### src/rtl/apb_reg_subordinate.sv
// ---------------------------------------------------------------------------
// apb_reg_subordinate
//
// APB completer register bank used as the bring-up endpoint behind the
// NoC-to-APB bridge. Register map (32-bit words, index = PADDR[ADDR_W-1:2]):
//   0            : read-only ID (ID_VALUE)
//   1            : read-only count of completed non-error transfers
//   2..NUM_REGS-1: read/write scratch registers with byte strobes
// Every transfer is stretched by WAIT_STATES PREADY-low access cycles.
// Misaligned addresses, out-of-range indices and writes to the read-only
// words complete with PSLVERR=1 and leave all state untouched.
//
// Ports:
//   PCLK     in   clock, all state on the rising edge
//   PRESETn  in   asynchronous active-low reset
//   PSEL     in   subordinate select
//   PENABLE  in   access phase indicator
//   PWRITE   in   1 = write, 0 = read
//   PADDR    in   byte address [ADDR_W]
//   PWDATA   in   write data [32]
//   PSTRB    in   write byte enables [4]
//   PREADY   out  transfer completion (high only in READY)
//   PRDATA   out  read data [32], zero outside a successful read
//   PSLVERR  out  transfer error, only meaningful while PREADY=1
// ---------------------------------------------------------------------------
module apb_reg_subordinate #(
    parameter int          ADDR_W      = 32,
    parameter int          NUM_REGS    = 8,
    parameter int          WAIT_STATES = 1,
    parameter logic [31:0] ID_VALUE    = 32'hA9B0_0001
) (
    input  logic              PCLK,
    input  logic              PRESETn,
    input  logic              PSEL,
    input  logic              PENABLE,
    input  logic              PWRITE,
    input  logic [ADDR_W-1:0] PADDR,
    input  logic [31:0]       PWDATA,
    input  logic [3:0]        PSTRB,
    output logic              PREADY,
    output logic [31:0]       PRDATA,
    output logic              PSLVERR
);

    localparam int IDX_W  = ADDR_W - 2;
    localparam int NUM_SCR = NUM_REGS - 2;

    typedef enum logic [1:0] {
        S_IDLE  = 2'd0,
        S_WAIT  = 2'd1,
        S_READY = 2'd2
    } state_t;

    state_t             r_state;
    state_t             w_state_next;
    logic [3:0]         r_cnt;
    logic [3:0]         w_cnt_next;

    logic [ADDR_W-1:0]  r_addr;
    logic               r_write;
    logic [31:0]        r_wdata;
    logic [3:0]         r_strb;

    logic [31:0]        r_counter;
    logic [31:0]        r_scratch [NUM_SCR];
    logic [31:0]        r_prdata;
    logic               r_pslverr;

    logic               w_setup;
    logic               w_enter_ready;
    logic [ADDR_W-1:0]  w_dec_addr;
    logic               w_dec_write;
    logic [IDX_W-1:0]   w_dec_idx;
    logic [IDX_W-1:0]   w_wr_idx;
    logic               w_err;
    logic [31:0]        w_rd_val;
    logic               w_commit;
    logic [31:0]        w_wmask;

    // A setup phase is only recognised from IDLE; a stray PENABLE is ignored.
    assign w_setup = (r_state == S_IDLE) && PSEL && !PENABLE;

    // ------------------------------------------------------------------
    // FSM
    // ------------------------------------------------------------------
    always_ff @(posedge PCLK or negedge PRESETn) begin
        if (!PRESETn) begin
            r_state <= S_IDLE;
            r_cnt   <= '0;
        end else begin
            r_state <= w_state_next;
            r_cnt   <= w_cnt_next;
        end
    end

    always_comb begin
        w_state_next  = r_state;
        w_cnt_next    = r_cnt;
        w_enter_ready = 1'b0;
        case (r_state)
            S_IDLE: begin
                if (w_setup) begin
                    if (WAIT_STATES == 0) begin
                        w_state_next  = S_READY;
                        w_enter_ready = 1'b1;
                    end else begin
                        w_state_next = S_WAIT;
                        w_cnt_next   = 4'(WAIT_STATES - 1);
                    end
                end
            end
            S_WAIT: begin
                if (!PSEL) begin
                    w_state_next = S_IDLE;
                end else if (r_cnt == 4'd0) begin
                    w_state_next  = S_READY;
                    w_enter_ready = 1'b1;
                end else begin
                    w_cnt_next = r_cnt - 4'd1;
                end
            end
            S_READY: begin
                w_state_next = S_IDLE;
            end
            default: begin
                w_state_next = S_IDLE;
            end
        endcase
    end

    // ------------------------------------------------------------------
    // Setup capture
    // ------------------------------------------------------------------
    always_ff @(posedge PCLK or negedge PRESETn) begin
        if (!PRESETn) begin
            r_addr  <= '0;
            r_write <= 1'b0;
            r_wdata <= '0;
            r_strb  <= '0;
        end else if (w_setup) begin
            r_addr  <= PADDR;
            r_write <= PWRITE;
            r_wdata <= PWDATA;
            r_strb  <= PSTRB;
        end
    end

    // ------------------------------------------------------------------
    // Decode. With zero wait states READY is entered straight from the
    // setup cycle, before the capture registers are loaded, so the decode
    // looks at the live bus while in IDLE and at the captured copy later.
    // ------------------------------------------------------------------
    assign w_dec_addr  = (r_state == S_IDLE) ? PADDR  : r_addr;
    assign w_dec_write = (r_state == S_IDLE) ? PWRITE : r_write;
    assign w_dec_idx   = w_dec_addr[ADDR_W-1:2];
    assign w_wr_idx    = r_addr[ADDR_W-1:2];

    assign w_err = (w_dec_addr[1:0] != 2'b00)
                || (w_dec_idx >= IDX_W'(NUM_REGS))
                || (w_dec_write && (w_dec_idx < IDX_W'(2)));

    always_comb begin
        w_rd_val = '0;
        if (w_dec_idx == IDX_W'(0)) begin
            w_rd_val = ID_VALUE;
        end else if (w_dec_idx == IDX_W'(1)) begin
            w_rd_val = r_counter;
        end else begin
            for (int i = 0; i < NUM_SCR; i++) begin
                if (w_dec_idx == IDX_W'(i + 2)) begin
                    w_rd_val = r_scratch[i];
                end
            end
        end
    end

    // Response registers are loaded on READY entry and cleared otherwise,
    // so PRDATA/PSLVERR are zero in every non-READY cycle.
    always_ff @(posedge PCLK or negedge PRESETn) begin
        if (!PRESETn) begin
            r_prdata  <= '0;
            r_pslverr <= 1'b0;
        end else begin
            r_prdata  <= (w_enter_ready && !w_err && !w_dec_write) ? w_rd_val : 32'd0;
            r_pslverr <= w_enter_ready && w_err;
        end
    end

    assign PREADY  = (r_state == S_READY);
    assign PRDATA  = r_prdata;
    assign PSLVERR = r_pslverr;

    // ------------------------------------------------------------------
    // Commit at the edge that ends READY. r_pslverr still holds this
    // transfer's error flag during READY.
    // ------------------------------------------------------------------
    assign w_commit = (r_state == S_READY) && PSEL && PENABLE && !r_pslverr;

    for (genvar gi = 0; gi < 4; gi++) begin : g_wmask
        assign w_wmask[8*gi +: 8] = {8{r_strb[gi]}};
    end

    always_ff @(posedge PCLK or negedge PRESETn) begin
        if (!PRESETn) begin
            r_counter <= '0;
            for (int i = 0; i < NUM_SCR; i++) begin
                r_scratch[i] <= '0;
            end
        end else if (w_commit) begin
            r_counter <= r_counter + 32'd1;
            if (r_write) begin
                for (int i = 0; i < NUM_SCR; i++) begin
                    if (w_wr_idx == IDX_W'(i + 2)) begin
                        r_scratch[i] <= (r_scratch[i] & ~w_wmask) | (r_wdata & w_wmask);
                    end
                end
            end
        end
    end

endmodule
### config.mk
export PLATFORM = sky130hd
export DESIGN_NAME = apb_reg_subordinate
export DESIGN_NICKNAME = d
export VERILOG_FILES = /design/src/rtl/apb_reg_subordinate.sv
export SDC_FILE = /design/constraint.sdc
export NUM_CORES = 1
export LEC_CHECK = 0
export CELL_PAD_IN_SITES_DETAIL_PLACEMENT = 0
export CELL_PAD_IN_SITES_GLOBAL_PLACEMENT = 1
export CORE_MARGIN = 4
export CORE_UTILIZATION = 45
export CTS_CLUSTER_DIAMETER = 40
export CTS_CLUSTER_SIZE = 24
export DETAILED_ROUTE_END_ITERATION = 6
export MAX_ROUTING_LAYER = met4
export PLACE_DENSITY = 0.73
export SYNTH_ARGS = -nofsm -noshare
export SYNTH_HDL_FRONTEND = slang
export SYNTH_SLANG_ARGS = --single-unit
### constraint.sdc
create_clock -name PCLK -period 5.1 [get_ports PCLK]
set_input_delay 0.51 -clock PCLK [delete_from_list [all_inputs] [get_ports PCLK]]
set_output_delay 0.51 -clock PCLK [all_outputs]
set_load 0.01 [all_outputs]
Word level (Yosys, flattened, before mapping)
Cells that the tools add are included.

Add/subtract/negate cells: 2. Order comparisons: 2. Equality and inequality tests: 19. Muxes and demuxes: 22. Bitwise gates (word level): 14. Reductions and logical operators: 28.

Operators with widths (count): 32-bit 2-to-1 mux (10); 30-bit by 3-bit == test with 1-bit output, second input constant (8); 32-bit bitwise AND (7); 32-bit bitwise OR (6); 30-bit by 2-bit == test with 1-bit output, second input constant (4); 32-bit by 1-bit adder with 32-bit output, second input constant (1); 32-bit NOT (1); 30-bit by 1-bit == test with 1-bit output, second input constant (1); 30-bit by 4-bit >= comparator with 1-bit output, second input constant (1); 30-bit zero test (1); 30-bit by 2-bit < comparator with 1-bit output, second input constant (1); 3-bit AND reduction (6); 4-bit 2-to-1 mux (3); 1-bit logical AND (9); 4-bit case mux with 2 select lines (1); 2-bit 2-to-1 mux (3); 2-bit != test, second input constant (3); 1-bit zero test (4); 4-bit zero test (1); 1-bit 2-to-1 mux (4); 2-bit case mux with 2 select lines (1); 4-bit AND reduction (1); 2-bit nonzero test (2); 4-bit by 1-bit subtractor with 4-bit output, second input constant (1); other kinds (6) (7).

Flip-flop bits (word level): 332. Input port bits: 73. Output and inout port bits: 34. Logic and storage cells: 102.

Longest topological paths before layout
Depth after elaboration: 12. Gate-level depth with buffers: 10. Mapped depth without buffers: 8.

Worst setup path before layout
No wires, ideal clock.

Path type: register to register. Start point: reg r_addr[6]. End point: reg with a tool-made name. Setup time: 0.125 ns. Arrival time: 2.194 ns. Data required time: 4.975 ns. Setup slack: 2.781 ns. Cell stages (with the launch flop): 8. Path buffers: 1. Clock period less this slack: 2.319 ns. Cells stage by stage: dfrtp_1 or3_4 nor4b_2 nand4_1 nor3_2 and2_1 buf_4 mux2_2.

RTL lines: start, declared (line 59) `logic [ADDR_W-1:0] r_addr;`; start signal, assigned (line 136) `r_addr <= '0;`; start signal, assigned (line 141) `r_addr <= PADDR;`.

Worst setup path in the final report
Start point: reg r_addr[22]. End point: reg r_prdata[18], in the netlist PRDATA[18].

Cells in the longest elaborated chain, start to end: 11. Elaborated cells between the ends (all ways): 26. Classes of those cells: order compare: 2; eq/ne: 7; mux: 10; reduce/logical: 7.

Ends and longest elaborated chain: 32-bit 2-to-1 mux (*) (line 153) `assign w_dec_addr = (r_state == S_IDLE) ? PADDR : r_addr;`; 30-bit by 2-bit == test with 1-bit output (line 170) `if (w_dec_idx == IDX_W'(i + 2)) begin`; 32-bit 2-to-1 mux (6 in a row) (line 170); 32-bit 2-to-1 mux (line 166) `end else if (w_dec_idx == IDX_W'(1)) begin`; 32-bit 2-to-1 mux (line 164) `if (w_dec_idx == IDX_W'(0)) begin`; 32-bit 2-to-1 mux (*) (line 184) `r_prdata <= (w_enter_ready && !w_err && !w_dec_write) ? w_rd_val : 32'd0;`; end signal, assigned (line 184); end, declared (line 66) `logic [31:0] r_prdata;`.

Every way passes the cells marked *; elsewhere a longest branch is shown, timed or not. A chain may end at the register's enable or synchronous reset.

==> flow_summary_export.csv <==
group,metric,value,unit
status,status,"finished, violations left",
status,violations,"negative hold slack",
power_and_ir_drop,ir_drop,0.000265,V
setup_path,path_class,"reg2reg",
cells_and_area,antenna_cells,0,
setup_path,start_kind,"flop",
cts,root_buffer,"clkbuf_16",
yosys,yosysTopAreaCell,"dfrtp_1",
setup_path,cp-startpoint,"r_addr[22]",
cells_and_area,fin_nets,1450,
yosys,netlist_area,14600,um2
power_and_ir_drop,powerDensity,377,nW/um2
grt,grt_pass1_wl,63200,um
setup_path,endpoint,"PRDATA[18]",
setup_path,r2r_slack,1740,ps
sta,holdWs,-14.2,ps
setup_path,cp-end-kind,"flop",
cts,cts_setup_buffers,0,
cts,cts_hold_buf,0,
setup_path,worstPathMaxFanout,30,
yosys,synth.top_cell.area_share,0.569,
placed_design,hpwl,25500,um
placed_design,pre_cts_ws,1420,ps
grt,grt_pass1_vias,10800,
route,drtIter0Drc,896,
placed_design,numPortBuffers,106,
floorplan,core,31800,um2
cells_and_area,drive_gt1_frac,0.227,
sta,worst_pin_slew,1070,ps
power_and_ir_drop,power,0.00667,W
route,first_pass_iters,5,
cts,htree_num_levels,2,
route,avgRoutedWirePerCell,21.5,um
yosys,syn_nets,1346,
yosys,synth-seq-cells,332,
cts,cts_inserted_buffers,46,
yosys,syn_area_per_cell,11.5,um2
floorplan,start_util,0.459,
cells_and_area,layout.cells.non_filler,1846,
setup_path,arrival,3790,ps
sta,fin_crit,3360,ps
yosys,yosysWarnings,0,
sta,finalCritPeriodShare,0.659,
setup_path,worstRegToRegCells,7,
yosys,yosysUniqueCellTypes,67,
yosys,async_flop_share,1.00,
setup_path,r2r_start,"r_addr[22]",
grt,grt.total_usage,0.233,
cts,clk_path_buf_depth,3,
yosys,synth.top_cells.by_area,"dfrtp_1 (57%), mux2_2 (14%), nand2_1 (6.2%), o22ai_1 (2.3%), nor2_1 (2.0%)",
yosys,synthCells,1270,
yosys,yosys-top-cells-count,"dfrtp_1 (332), nand2_1 (242), mux2_2 (187)",
yosys,synth_edf_count,0,
cts,clock-sinks,332,
sta,fin_setup_tns,0,ps
sta,slew_violations,0,
floorplan,die_w,188,um
floorplan,die_y,188,um
sta,clock-skew-final,21.7,ps
floorplan,io_pins,107,
sta,hold_viol,7,
grt,grt_max_degree,124,
sta,setup_viol,0,
route,vias,10400,
cts,post_cts_resized,0,
sta,grt_setup_unrepaired,"no",
sta,worst_slack,1740,ps
yosys,yosysMostFrequentCell,"dfrtp_1",
setup_path,r2r-end,"PRDATA[18]",
cells_and_area,areaGrowthSynthToFinish,21.2,%
route,routed_wl,39600,um
power_and_ir_drop,p_leak,8.54,nW
grt,antenna_found_initial,0,
setup_path,cp.required,5520,ps
cts,path_clk_slew,50,ps
job,drv_cap,0,
placed_design,gp_congestion,0.820,
cts,worstSkewPairLatency,540,ps
floorplan,num_rows,65,
yosys,synthFlopType,"dfrtp_1",
sta,fmax,298,MHz
route,routed_via_density,5.64,
grt,grt-ovfl-total,0,
route,drc,0,
route,antenna_left,0,
sta,slew-limit-headroom,0.280,
floorplan,dieArea,35400,um2
cts,tritoncts,"built",
placed_design,place_inst,1761,
yosys,ys_seq_area_frac,0.569,
hold_path,hold_class,"in2async",
how the worst min path moves through the flow:
stage               start           to  slack, ps
6_report          PRESETn  r_wdata[26]        -10
2_1_floorplan     PRESETn    PRDATA[0]        210
4_1_cts           PRESETn  r_wdata[26]         30
3_5_place_dp   r_addr[24]   r_addr[24]        460
5_1_grt           PRESETn  r_wdata[26]         50
3_3_place_gp   r_addr[27]   r_addr[27]        460
final cells by class:
cell class,count,area [um2]
multi-input combinational,858,5960
clock inverter,27,338
tap,435,544
fill,2715,14100
sequential,332,8310
timing repair buffer,122,1210
inverter,14,52.6
clock buffer,58,1290
kinds of logic (layout without fill, tap and decap cells):
kind of cell             after synthesis  after routing  synth area share
flip-flops                           332            332             0.569
AND/OR/NAND/NOR                      437            437             0.139
XOR/XNOR                              33             33            0.0198
buffers and inverters                 80            221            0.0249
adder cells (fa/ha/maj)                3              3           0.00257
multiplexers                         191            191             0.147
AO/OA/AOI/OAI                        194            194            0.0978
where the power goes:
group          switching (W)  leakage [nW]  internal [W]
logic               0.000300          3.25      0.000169
clock network        0.00125         0.783       0.00207
registers           0.000148          4.51       0.00274
total                0.00169          8.54       0.00498
placed cells by master (no fill, tap or decap), drive strengths merged, types with 25 or more instances in the layout:
cell type and instances:
clkbuf 58, dfrtp 332, o22ai 54, mux2 190, and2 25, nor2 79, a22oi 29, o21ai 37
clkdlybuf4s50 105, nand2 254
worst max-delay path: stages, from the launching register on:
cell	delay (ps)
dfrtp_1	370
or4_1	540
nor2_2	180
a32o_2	680
and2_1	710
buf_4	340
o21ai_0	140
a32o_1	270
routing by layer:
| metal | share of wire | global-route usage | wire length, um | vias to the layer above |
|---|---|---|---|---|
| met3 | 0.063 | 0.0378 | 2490 | 57 |
| met4 | 0.018 | 0.0483 | 726 | 0 |
| met5 | 0 | - | 0 | - |
| li1 | - | - | - | 4731 |
| met2 | 0.47 | 0.368 | 18800 | 358 |
| met1 | 0.44 | 0.322 | 17600 | 5263 |
through the flow:
step / utilization / area, um2
after CTS: 0.557 / 17700
after detailed placement: 0.506 / 16100
after global routing: 0.557 / 17700
final: 0.557 / 17700
after global placement: 0.506 / 16100
after floorplan: - / 14600
No activity file was read; power rests on OpenSTA's default activity.
